[src/rtl/safety_lock_ctrl.sv]
// Safety-lock controller: accepts a code word, compares it one digit per cycle, drives a timed
// unlock and enforces a lockout after repeated failures. Optional macro: SAFETY_LOCK_CODE_PROG_EN.
module safety_lock_ctrl #(
    parameter int DIGIT_W     = 4,
    parameter int CODE_LEN    = 4,
    parameter logic [DIGIT_W*CODE_LEN-1:0] DEFAULT_CODE = 16'h1234,
    parameter int MAX_FAIL    = 3,
    parameter int UNLOCK_CYC  = 8,
    parameter int LOCKOUT_CYC = 16
) (
    input  logic                             clk,
    input  logic                             rstn,
    input  logic                             par_valid,
    input  logic [DIGIT_W*CODE_LEN-1:0]      par_data,
`ifdef SAFETY_LOCK_CODE_PROG_EN
    input  logic                             prog_valid,
    input  logic [DIGIT_W*CODE_LEN-1:0]      prog_code,
`endif
    output logic                             par_ready,
    output logic                             out,
    output logic                             output_valid,
    output logic                             fail,
    output logic                             locked_out,
    output logic [$clog2(MAX_FAIL+1)-1:0]    fail_cnt
);

    localparam int CW    = DIGIT_W * CODE_LEN;
    localparam int FC_W  = $clog2(MAX_FAIL + 1);
    localparam int CNT_W = $clog2(CODE_LEN) + 1;
    localparam int UT_W  = $clog2(UNLOCK_CYC) + 1;
    localparam int LT_W  = $clog2(LOCKOUT_CYC) + 1;

    localparam logic [CNT_W-1:0] LAST_CNT   = CNT_W'(CODE_LEN - 1);
    localparam logic [FC_W-1:0]  MAX_FAIL_C = FC_W'(MAX_FAIL);
    localparam logic [FC_W-1:0]  FC_ONE     = FC_W'(1);
    localparam logic [UT_W-1:0]  UNLOCK_LD  = UT_W'(UNLOCK_CYC);
    localparam logic [UT_W-1:0]  UT_ONE     = UT_W'(1);
    localparam logic [LT_W-1:0]  LOCKOUT_LD = LT_W'(LOCKOUT_CYC);
    localparam logic [LT_W-1:0]  LT_ONE     = LT_W'(1);

    localparam logic [2:0] IDLE    = 3'd0;
    localparam logic [2:0] SHIFT   = 3'd1;
    localparam logic [2:0] CHECK   = 3'd2;
    localparam logic [2:0] UNLOCK  = 3'd3;
    localparam logic [2:0] LOCKOUT = 3'd4;

    logic [2:0]       state_r, state_next_s;
    logic [CW-1:0]    shift_r, ref_r, code_s;
    logic [CNT_W-1:0] cnt_r;
    logic             mismatch_r, mismatch_next_s, last_shift_s, prog_hit_s;
    logic [FC_W-1:0]  fail_cnt_r, fail_inc_s;
    logic [UT_W-1:0]  unlock_tmr_r;
    logic [LT_W-1:0]  lock_tmr_r;
    logic             par_ready_r, out_r, output_valid_r, fail_r, locked_out_r;

`ifdef SAFETY_LOCK_CODE_PROG_EN
    logic [CW-1:0] code_r;

    // Stored code: reprogrammable only while unlocked.
    always_ff @(posedge clk or negedge rstn) begin
        if (!rstn) begin
            code_r <= DEFAULT_CODE;
        end else if (prog_hit_s) begin
            code_r <= prog_code;
        end else begin
            code_r <= code_r;
        end
    end

    assign code_s     = code_r;
    assign prog_hit_s = (state_r == UNLOCK) && prog_valid;
`else
    assign code_s     = DEFAULT_CODE;
    assign prog_hit_s = 1'b0;
`endif

    // The reference code is copied at transfer and shifted alongside the data, so both tops align.
    assign mismatch_next_s = mismatch_r | (shift_r[CW-1 -: DIGIT_W] != ref_r[CW-1 -: DIGIT_W]);
    assign last_shift_s    = (state_r == SHIFT) && (cnt_r == LAST_CNT);
    assign fail_inc_s      = fail_cnt_r + FC_ONE;

    // Next-state decode.
    always_comb begin
        state_next_s = state_r;
        case (state_r)
            IDLE: begin
                if (par_valid) state_next_s = SHIFT;
                else           state_next_s = IDLE;
            end
            SHIFT: begin
                if (cnt_r == LAST_CNT) state_next_s = CHECK;
                else                   state_next_s = SHIFT;
            end
            CHECK: begin
                if (!mismatch_r)                    state_next_s = UNLOCK;
                else if (fail_inc_s == MAX_FAIL_C)  state_next_s = LOCKOUT;
                else                                state_next_s = IDLE;
            end
            UNLOCK: begin
                if (prog_hit_s)                  state_next_s = UNLOCK;
                else if (unlock_tmr_r == UT_ONE) state_next_s = IDLE;
                else                             state_next_s = UNLOCK;
            end
            LOCKOUT: begin
                if (lock_tmr_r == LT_ONE) state_next_s = IDLE;
                else                      state_next_s = LOCKOUT;
            end
            default: state_next_s = IDLE;
        endcase
    end

    // State, serialiser and mismatch accumulation.
    always_ff @(posedge clk or negedge rstn) begin
        if (!rstn) begin
            state_r    <= IDLE;
            shift_r    <= '0;
            ref_r      <= '0;
            cnt_r      <= '0;
            mismatch_r <= 1'b0;
        end else begin
            state_r <= state_next_s;
            if (state_r == IDLE && par_valid) begin
                shift_r    <= par_data;
                ref_r      <= code_s;
                cnt_r      <= '0;
                mismatch_r <= 1'b0;
            end else if (state_r == SHIFT) begin
                shift_r    <= shift_r << DIGIT_W;
                ref_r      <= ref_r << DIGIT_W;
                cnt_r      <= cnt_r + CNT_W'(1);
                mismatch_r <= mismatch_next_s;
            end else begin
                shift_r    <= shift_r;
                ref_r      <= ref_r;
                cnt_r      <= cnt_r;
                mismatch_r <= mismatch_r;
            end
        end
    end

    // Failure counter and the two hold timers; none of them can wrap.
    always_ff @(posedge clk or negedge rstn) begin
        if (!rstn) begin
            fail_cnt_r   <= '0;
            unlock_tmr_r <= '0;
            lock_tmr_r   <= '0;
        end else begin
            if (state_r == CHECK)                                 fail_cnt_r <= mismatch_r ? fail_inc_s : '0;
            else if (state_r == LOCKOUT && lock_tmr_r == LT_ONE)  fail_cnt_r <= '0;
            else                                                  fail_cnt_r <= fail_cnt_r;

            if ((state_r == CHECK && !mismatch_r) || prog_hit_s) unlock_tmr_r <= UNLOCK_LD;
            else if (state_r == UNLOCK)                          unlock_tmr_r <= unlock_tmr_r - UT_ONE;
            else                                                 unlock_tmr_r <= unlock_tmr_r;

            if (state_r == CHECK)         lock_tmr_r <= LOCKOUT_LD;
            else if (state_r == LOCKOUT)  lock_tmr_r <= lock_tmr_r - LT_ONE;
            else                          lock_tmr_r <= lock_tmr_r;
        end
    end

    // Registered outputs; out also covers the CHECK cycle of a matching attempt.
    always_ff @(posedge clk or negedge rstn) begin
        if (!rstn) begin
            par_ready_r    <= 1'b1;
            out_r          <= 1'b0;
            output_valid_r <= 1'b0;
            fail_r         <= 1'b0;
            locked_out_r   <= 1'b0;
        end else begin
            par_ready_r    <= (state_next_s == IDLE);
            out_r          <= (state_next_s == UNLOCK) || (last_shift_s && !mismatch_next_s);
            output_valid_r <= last_shift_s;
            fail_r         <= last_shift_s && mismatch_next_s;
            locked_out_r   <= (state_next_s == LOCKOUT);
        end
    end

    assign par_ready    = par_ready_r;
    assign out          = out_r;
    assign output_valid = output_valid_r;
    assign fail         = fail_r;
    assign locked_out   = locked_out_r;
    assign fail_cnt     = fail_cnt_r;

endmodule

[config.mk]
export PLATFORM = sky130hd
export DESIGN_NAME = safety_lock_ctrl
export DESIGN_NICKNAME = d
export VERILOG_FILES = /design/src/rtl/safety_lock_ctrl.sv
export SDC_FILE = /design/constraint.sdc
export NUM_CORES = 1
export LEC_CHECK = 0
export CAP_MARGIN = 0
export CORE_ASPECT_RATIO = 1.4
export CORE_MARGIN = 5
export CORE_UTILIZATION = 60
export CTS_BUF_LIST = sky130_fd_sc_hd__clkbuf_2
export CTS_CLUSTER_SIZE = 14
export DETAILED_ROUTE_END_ITERATION = 7
export GPL_ROUTABILITY_DRIVEN = 0
export PLACE_DENSITY_LB_ADDON = 0.3
export REMOVE_ABC_BUFFERS = 1
export SLEW_MARGIN = 20
export SYNTH_ARGS = -nofsm -noshare
export SYNTH_HDL_FRONTEND = slang
export SYNTH_SLANG_ARGS = --single-unit
[constraint.sdc]
create_clock -name clk -period 2.15 [get_ports clk]
set_input_delay 0.43 -clock clk [delete_from_list [all_inputs] [get_ports clk]]
set_output_delay 0.43 -clock clk [all_outputs]
set_load 0.1 [all_outputs]
After elaboration in Yosys (flattened, before gate mapping)

Cells that the tools add are included.

Reduce and logical (&&, ||, !) cells: 15
Add/sub/neg operators: 4
Muxes and demuxes: 22
Equal/unequal tests: 11
Bitwise logic cells: 1

Operators with widths:

| cell                | number |
|---|---|
| $mux 16             | 4 |
| $mux 3              | 5 |
| $pmux 3 s5          | 1 |
| $eq 3x2->1 const B  | 4 |
| $mux 2              | 5 |
| $mux 5              | 2 |
| $mux 4              | 2 |
| $reduce_bool 2->1   | 4 |
| $eq 3x3->1 const B  | 2 |
| $logic_and 1x1->1   | 6 |
| $logic_not 3->1     | 2 |
| $eq 5x1->1 const B  | 1 |
| $sub 5x1->5 const B | 1 |
| $eq 4x1->1 const B  | 1 |
| $ne 4x4->1          | 1 |
| $sub 4x1->4 const B | 1 |
| $add 3x1->3 const B | 1 |
| $eq 3x1->1 const B  | 1 |
| $mux 1              | 3 |
| $add 2x1->2 const B | 1 |
| $eq 2x2->1 const B  | 1 |
| $logic_not 1->1     | 2 |
| $logic_or 1x1->1    | 1 |
| $or 1x1->1          | 1 |

Flip-flop bits (word level): 55
Word-level logic and storage cells: 66
Input port bits: 19

Longest topological paths before layout

Gate-level depths: netlist (run 1).

Word-level depth: 7
Depth in mapped cells: 5
Gate-level depth less buffers: 5

Worst setup path before layout (run 1)

OpenSTA, ideal clock, no wires.

Kind: register to register
Start point: register fail_cnt_r[0], in the netlist fail_cnt[0]
End point: register par_ready_r, in the netlist par_ready
Required time: 2.089 ns
Setup time: 0.061 ns
Data arrival time: 1.789 ns
Period minus slack after synthesis: 1.850 ns
Slack: 0.300 ns
Stages on the path, launching flop included: 6
Path through: dfrtp_1 > inv_1 > ha_1 > and4b_1 > a31oi_1 > o211a_1

Longest elaborated chain between the ends: 6

RTL lines:

| what                   | RTL line | source |
|---|---|---|
| from (decl)            | 51       | `logic [FC_W-1:0] fail_cnt_r, fail_inc_s;` |
| from (signal assigned) | 148      | `if (state_r == CHECK) fail_cnt_r <= mismatch_r ? fail_inc_s : '0;` |
| from (signal assigned) | 150      | `else fail_cnt_r <= fail_cnt_r;` |
| $add 2x1->2            | 80       | `assign fail_inc_s = fail_cnt_r + FC_ONE;` |
| $eq 2x2->1             | 96       | `else if (fail_inc_s == MAX_FAIL_C) state_next_s = LOCKOUT;` |
| $mux 3                 | 96       |  |
| $mux 3                 | 95       | `if (!mismatch_r) state_next_s = UNLOCK;` |
| $pmux 3 s5             | 85       | `case (state_r)` |
| $logic_not 3->1        | 171      | `par_ready_r <= (state_next_s == IDLE);` |
| to (signal assigned)   | 171      |  |
| to (decl)              | 54       | `logic par_ready_r, out_r, output_valid_r, fail_r, locked_out_r;` |

Every way passes these cells.
A chain may end at the register's enable or synchronous reset.

Worst setup path after layout (run 1)

Start point: register state_r[0]
End point: register state_r[0]

Longest elaborated chain between the ends: 2
Elaborated cells on any way between the ends: 6
Those cells by class: 4 x eq/ne; 1 x mux; 1 x reduce/logical

RTL lines:

| what                                     | RTL line | source |
|---|---|---|
| from (decl)                              | 47       | `logic [2:0] state_r, state_next_s;` |
| from (signal assigned)                   | 121      | `state_r <= state_next_s;` |
| $eq 3x3->1, or another cell as far along | 85       |  |
| $pmux 3 s5 (*)                           | 85       |  |
| named net state_next_s[0]                | 47       |  |

Mark *: on every way through the listed nets, which the timed path passes. The rest lies on a longest branch.

==> results of run 1 <==
## cell type report
cell class | instances | share of cell area, %
flip-flops and latches | 46 | 47.3
multi-input cells | 118 | 36.1
well taps | 40 | 2.05
clock buffers | 6 | 1.23
inverters | 8 | 1.23
repair buffers | 32 | 11.6
clock inverters | 2 | 0.514
## metal layers
metal | share of wire (%) | vias up
met5 | 0 | -
met4 | 3.1 | 0
met3 | 3.0 | 13
met2 | 55 | 28
met1 | 39 | 733
li1 | - | 717
## path summary, 6_finish.rpt
| kind | startpoint | to | depth (start not counted) | slack (ns) |
|---|---|---|---|---|
| min in group clk | shift_r[7]$_DFFE_PN0P_ | shift_r[7]$_DFFE_PN0P_ | 1 | 0.52 |
| worst min-delay path | rstn | state_r[2]$_DFF_PN0_ | 2 | 0.41 |
| worst max register to register | state_r[0]$_DFF_PN0_ | state_r[0]$_DFF_PN0_ | 3 | 0.33 |
| worst min register to register | shift_r[7]$_DFFE_PN0P_ | shift_r[7]$_DFFE_PN0P_ | 1 | 0.52 |
| worst max-delay path | state_r[0]$_DFF_PN0_ | state_r[0]$_DFF_PN0_ | 3 | 0.33 |
| max in group asynchronous | rstn | lock_tmr_r[1]$_DFFE_PN0P_ | 3 | 1.20 |
## stage by stage
stage | util, % | instances
detailed placement | 70.6 | 243
global placement | 70.6 | 243
finish | 72.1 | 252
floorplan | - | 172
CTS | 72.1 | 252
global route | 72.1 | 252
## flip-flops by register name (all words and copies together), names as in the netlist, 2 cells and up
register / flops
shift_r: 16
lock_tmr_r: 5
state_r: 3
ref_r: 7
unlock_tmr_r: 4
fail_cnt: 2
cnt_r: 3
## layout by cell type, fill, tap and decap left out, types with 2 or more instances in the layout
master	n
clkdlybuf4s50_1	17
o21ai_0	8
mux2i_1	3
buf_4	13
nand3_1	2
or3b_1	4
inv_1	8
o22ai_1	2
clkbuf_2	6
dfrtp_1	45
or3_1	2
nand2_1	14
xnor2_1	3
a22o_1	20
nor2_1	9
nor3b_2	3
o211a_1	2
nand3b_1	3
a21o_1	10
ha_1	7
a21oi_1	4
nor3_1	2
## power by group
group | internal [W] | total, W | switching (W)
registers | 0.00121 | 0.00152 | 0.000312
clock network | 0.0000863 | 0.000352 | 0.000266
logic | 0.000635 | 0.00155 | 0.000910
## cell families after synthesis
family                     after synthesis  share of synthesized area [%]
DFF                                     46                           54.9
and+or+nand+nor                         51                           15.0
adders and majority gates                7                           4.17
buffers and inverters                   18                           3.63
muxes                                    5                           2.68
AOI/OAI and AO/OA                       51                           18.0
xor gates and xnor gates                 4                           1.67
## Yosys cell counts
cell,n,share of area [%]
a211oi_1,1,0.36
a21o_1,10,3.6
a21oi_1,4,0.95
a22o_1,20,8.3
a31oi_1,1,0.30
and3b_1,1,0.42
and4_1,1,0.42
and4b_1,1,0.48
buf_2,6,1.4
clkbuf_1,3,0.54
clkbuf_2,1,0.24
dfrtp_1,45,54
dfstp_2,1,1.3
ha_1,7,4.2
inv_1,8,1.4
mux2_2,1,0.54
mux2_4,1,0.71
mux2i_1,3,1.4
nand2_1,14,2.5
nand3_1,2,0.48
nand3b_1,3,1.1
nand4_1,1,0.30
nand4b_1,1,0.42
nor2_1,9,1.6
nor2b_1,1,0.30
nor3_1,2,0.48
nor3b_2,3,1.8
nor4_1,1,0.30
nor4b_1,2,0.83
nor4bb_1,1,0.48
o211a_1,2,0.95
o211ai_1,1,0.36
o21ai_0,9,2.1
o22ai_1,2,0.60
o2bb2ai_1,1,0.42
or3_1,2,0.60
or3b_1,4,1.7
or3b_2,1,0.42
or4b_1,1,0.48
xnor2_1,3,1.3
xor2_1,1,0.42
==> flow_metrics.env, run 1 <==
export IMPL_critPathCaptureType="flop"
export IMPL_tightest_slew_ns=0.737
export IMPL_finalCriticalPeriod_ns=1.82
export IMPL_rows=25
export IMPL_syn_area_sq_um=2100
export IMPL_grt_first_pass_wirelength_um=6930
export IMPL_max_cap_viol_count=0
export IMPL_num_antenna_cells=0
export IMPL_maxSlewViolCount=0
export IMPL_grt_pass1_vias=1639
export IMPL_critical_path_required_ns=2.50
export IMPL_die_area_sq_um=4800
export IMPL_grt_ovfl_total=0
export IMPL_critical_path_arrival_ns=2.17
export IMPL_area_delta_synth_final_pct=16.0
export IMPL_holdBufCountCts=1
export IMPL_grt_max_degree=23
export IMPL_cts_resized=0
export IMPL_clock_sinks=46
export IMPL_fin_skew_ns=0.0121
export IMPL_cts_clk_slew_worst_paths_ns=0.22
export IMPL_slowest_delay_ns=0.74
export IMPL_synth_seq_cells=46
export IMPL_fin_total_pwr_w=0.00342
export IMPL_multi_input_area_sq_um=878
export IMPL_h_tree_depth=2
export IMPL_netlist_cell_type_count=41
export IMPL_use_met3_pct=3.40
export IMPL_pre_cts_slack_ns=0.339
export IMPL_drive_gt1_share_pct=13.7
export IMPL_die_h_um=80.0
export IMPL_cp_slowest_cell="nor4b_1"
export IMPL_nFillCells=259
export IMPL_start_kind="flop"
export IMPL_place_hpwl_um=3090
export IMPL_track_usage_pct=19.5
export IMPL_netlist_instances=182
export IMPL_postRouteAntennaNets=0
export IMPL_leakage_nw=1.19
export IMPL_antenna_found_initial=0
export IMPL_tns_ns=0
export IMPL_fin_nets=237
export IMPL_critPathKind="flop to flop"
export IMPL_drc=0
export IMPL_holdWs_ns=0.407
export IMPL_fin_ws_ns=0.329
export IMPL_die_w_um=60.0
export IMPL_stdcell_area_sq_um=2440
export IMPL_period_share_pct=84.7
export IMPL_boundaryPins=26
export IMPL_clockRootBuffer="clkbuf_2"
export IMPL_vias_per_cell=5.92
export IMPL_routed_wl_um=4110
export IMPL_met1_usage_pct=20.8
export IMPL_min_path_type="primary input to async pin"
export IMPL_placed_area_sq_um=2380
export IMPL_finalSetupViolCount=0
export IMPL_ff_latch_area_sq_um=1150
export IMPL_clkLatencyLatePin_ns=0.41
export IMPL_crit_chain="nor4b_1 > a21oi_1 > o211ai_1"
export IMPL_crit_fanout=17
export IMPL_wire_per_inst_um=16.3
export IMPL_path_buf_inv=0
export IMPL_met2_usage_pct=34.0
export IMPL_ir_drop_mv=0.897
export IMPL_clk_path_buf_depth=2
export IMPL_p_per_area_nw_per_um2=1400
export IMPL_start_util_pct=62.2
export IMPL_via_count=1491
export IMPL_drt_iter0_drc=55
export IMPL_status="finished clean"
export IMPL_finalHoldViolCount=0
export IMPL_syn_area_per_cell_sq_um=11.5
export IMPL_numPortBuffers=25
export IMPL_grt_busiest_layer="met2"
export IMPL_relSlewSlack_pct=50.1
export IMPL_ys_warn_count=0
export IMPL_dr_pass1_iters=4
export IMPL_critPathTopFamily="simple AND/OR/NAND/NOR gates"
export IMPL_fmax_mhz=549
export IMPL_rsz0062_at_grt="false"
export IMPL_yosysSeqAreaShare_pct=54.9
export IMPL_core_region_area_sq_um=3380
export IMPL_cts_tree="done"
export IMPL_cts_setup_buffers=0
export IMPL_cts_buffers_inserted=5
Note: power is estimated with default switching activity, not from simulation.
==> run 2: changes to the inputs <==
--- a/config.mk
+++ b/config.mk
@@ -8,7 +8,7 @@
 export CAP_MARGIN = 0
 export CORE_ASPECT_RATIO = 1.4
 export CORE_MARGIN = 5
-export CORE_UTILIZATION = 60
+export CORE_UTILIZATION = 51
 export CTS_BUF_LIST = sky130_fd_sc_hd__clkbuf_2
 export CTS_CLUSTER_SIZE = 14
 export DETAILED_ROUTE_END_ITERATION = 7
==> constraint.sdc (replaced) <==
create_clock -name clk -period 1.66 [get_ports clk]
set_input_delay 0.332 -clock clk [delete_from_list [all_inputs] [get_ports clk]]
set_output_delay 0.332 -clock clk [all_outputs]
set_load 0.1 [all_outputs]
==> flow_metrics.env, run 2 (synthesis gave the netlist of run 1 again) <==
export IMPL_status="finished clean"
export IMPL_crit_fanout=6
export IMPL_area_delta_synth_final_pct=24.7
export IMPL_vias_per_cell=5.76
export IMPL_p_per_area_nw_per_um2=1800
export IMPL_crit_chain="ha_1 > or4b_1 > a31oi_2 > o211a_1"
export IMPL_cp_slowest_cell="or4b_1"
export IMPL_grt_pass1_vias=1604
export IMPL_antenna_found_initial=0
export IMPL_fin_skew_ns=0.0114
export IMPL_largest_reg_flops=16
export IMPL_nFillCells=307
export IMPL_cts_buffers_inserted=5
export IMPL_final_cells=262
export IMPL_final_cell_mix="dfrtp_1 (42), a22o_1 (20), clkdlybuf4s50_1 (17), nand2_1 (14), buf_4 (12)"
export IMPL_stdcell_area_sq_um=2620
export IMPL_fmax_mhz=632
export IMPL_finalCriticalPeriod_ns=1.58
export IMPL_min_path_type="primary input to async pin"
export IMPL_dpl_cell_count=253
export IMPL_die_w_um=64.2
export IMPL_finalHoldViolCount=0
export IMPL_num_antenna_cells=0
export IMPL_p_sw_share_pct=41.7
export IMPL_pre_cts_slack_ns=-0.0370
export IMPL_clk_path_buf_depth=2
export IMPL_via_count=1509
export IMPL_numPortBuffers=25
export IMPL_clock_sinks=46
export IMPL_fin_nets=244
export IMPL_placed_area_sq_um=2540
export IMPL_cts_clk_slew_worst_paths_ns=0.22
export IMPL_h_tree_depth=2
export IMPL_tightest_slew_ns=0.443
export IMPL_cts_tree="done"
export IMPL_critPathKind="flop to flop"
export IMPL_p_sw_w=0.00196
export IMPL_critical_path_required_ns=2.03
export IMPL_track_usage_pct=16.6
export IMPL_postRouteAntennaNets=0
export IMPL_max_flop_register="shift_r"
export IMPL_wire_per_inst_um=15.8
export IMPL_grt_first_pass_wirelength_um=7330
export IMPL_clkLatencyLatePin_ns=0.40
export IMPL_critPathCaptureType="flop"
export IMPL_tns_ns=0
export IMPL_fin_ws_ns=0.0767
export IMPL_dr_pass1_iters=4
export IMPL_leakage_nw=1.26
export IMPL_grt_max_degree=29
export IMPL_grt_ovfl_total=0
export IMPL_slowest_delay_ns=0.48
export IMPL_die_area_sq_um=5520
export IMPL_reg_top3="shift_r: 16 flops, ref_r: 7 flops, lock_tmr_r: 5 flops"
export IMPL_drt_iter0_drc=65
export IMPL_finalSetupViolCount=0
export IMPL_ir_drop_mv=1.31
export IMPL_start_kind="flop"
export IMPL_max_cap_viol_count=0
export IMPL_drc=0
export IMPL_die_h_um=85.9
export IMPL_maxSlewViolCount=0
export IMPL_p_seq_share_pct=42.2
export IMPL_drive_gt1_share_pct=19.6
export IMPL_fin_total_pwr_w=0.00471
export IMPL_p_int_w=0.00274
export IMPL_rsz0062_at_grt="false"
export IMPL_start_util_pct=53.1
export IMPL_clockPowerShare_pct=9.8
export IMPL_routed_wl_um=4140
export IMPL_clockRootBuffer="clkbuf_2"
export IMPL_place_hpwl_um=3040
export IMPL_critical_path_arrival_ns=1.95
export IMPL_final_common_cell="dfrtp_1"
export IMPL_core_region_area_sq_um=3950
export IMPL_relSlewSlack_pct=70.4
export IMPL_boundaryPins=26
export IMPL_rows=27
export IMPL_p_comb_share_pct=48.0
export IMPL_period_share_pct=95.4
## run 2: worst max-delay path: cells and delay by family, from the launching register on
family	cells	cell delay, ns
DFF	1	0.47
adders and majority gates	1	0.16
and+or+nand+nor	1	0.48
AOI/OAI and AO/OA	2	0.44
## run 2: power groups by stage
| stage | sequential (W) | combinational, W | clock [W] |
|---|---|---|---|
| global route | 0.00205 | 0.00247 | 0.000526 |
| floorplan | 0.00231 | 0.00108 | 0 |
| finish | 0.00199 | 0.00226 | 0.000460 |
| global placement | 0.00197 | 0.00215 | 0 |
| detailed placement | 0.00201 | 0.00225 | 0 |
| CTS | 0.00198 | 0.00227 | 0.000481 |
## run 2: final timing paths
path | from | endpoint | slack (ns) | cells after the start
max | lock_tmr_r[0]$_DFFE_PN0P_ | par_ready$_DFF_PN1_ | 0.08 | 4
min | rstn | shift_r[5]$_DFFE_PN0P_ | 0.37 | 2
max reg2reg | lock_tmr_r[0]$_DFFE_PN0P_ | par_ready$_DFF_PN1_ | 0.08 | 4
min reg2reg | shift_r[9]$_DFFE_PN0P_ | shift_r[9]$_DFFE_PN0P_ | 0.51 | 1
max in group asynchronous | rstn | par_ready$_DFF_PN1_ | 0.74 | 3
min in group clk | par_data[4] | shift_r[4]$_DFFE_PN0P_ | 0.47 | 3
## run 2: metal layers
| layer | GRT usage (%) | vias up | share of wire, % |
|---|---|---|---|
| met5 | 0 | - | 0 |
| met4 | 5.56 | 0 | 1.6 |
| met3 | 4.19 | 4 | 2.9 |
| met2 | 28.4 | 21 | 54 |
| met1 | 20.1 | 754 | 41 |
| li1 | - | 730 | - |
## run 2: repair_timing
| action | CTS | global route |
|---|---|---|
| setup endpoints to repair | 3 | 8 |
| gates resized for setup | 1 | 6 |
| setup buffers | 0 | 0 |
| pin swaps | 0 | 1 |
| hold buffers | 1 | 0 |
| endpoints found under the hold margin | 18 | 0 |
## run 2: metrics by stage
stage | hold WS (ns) | util, %
floorplan | 0.0364 | -
detailed placement | 0.306 | 64.3
CTS | 0.351 | 65.7
global route | 0.360 | 66.3
finish | 0.365 | 66.3
global placement | 0.289 | 64.3
## run 2: layout make-up
type | instances | area, sq um | share of cell area (%)
multi-input cells | 118 | 902 | 34.4
repair buffers | 39 | 435 | 16.6
clock inverters | 1 | 7.51 | 0.287
inverters | 8 | 30.0 | 1.15
flip-flops and latches | 46 | 1160 | 44.1
clock buffers | 7 | 35.0 | 1.34
well taps | 43 | 53.8 | 2.05
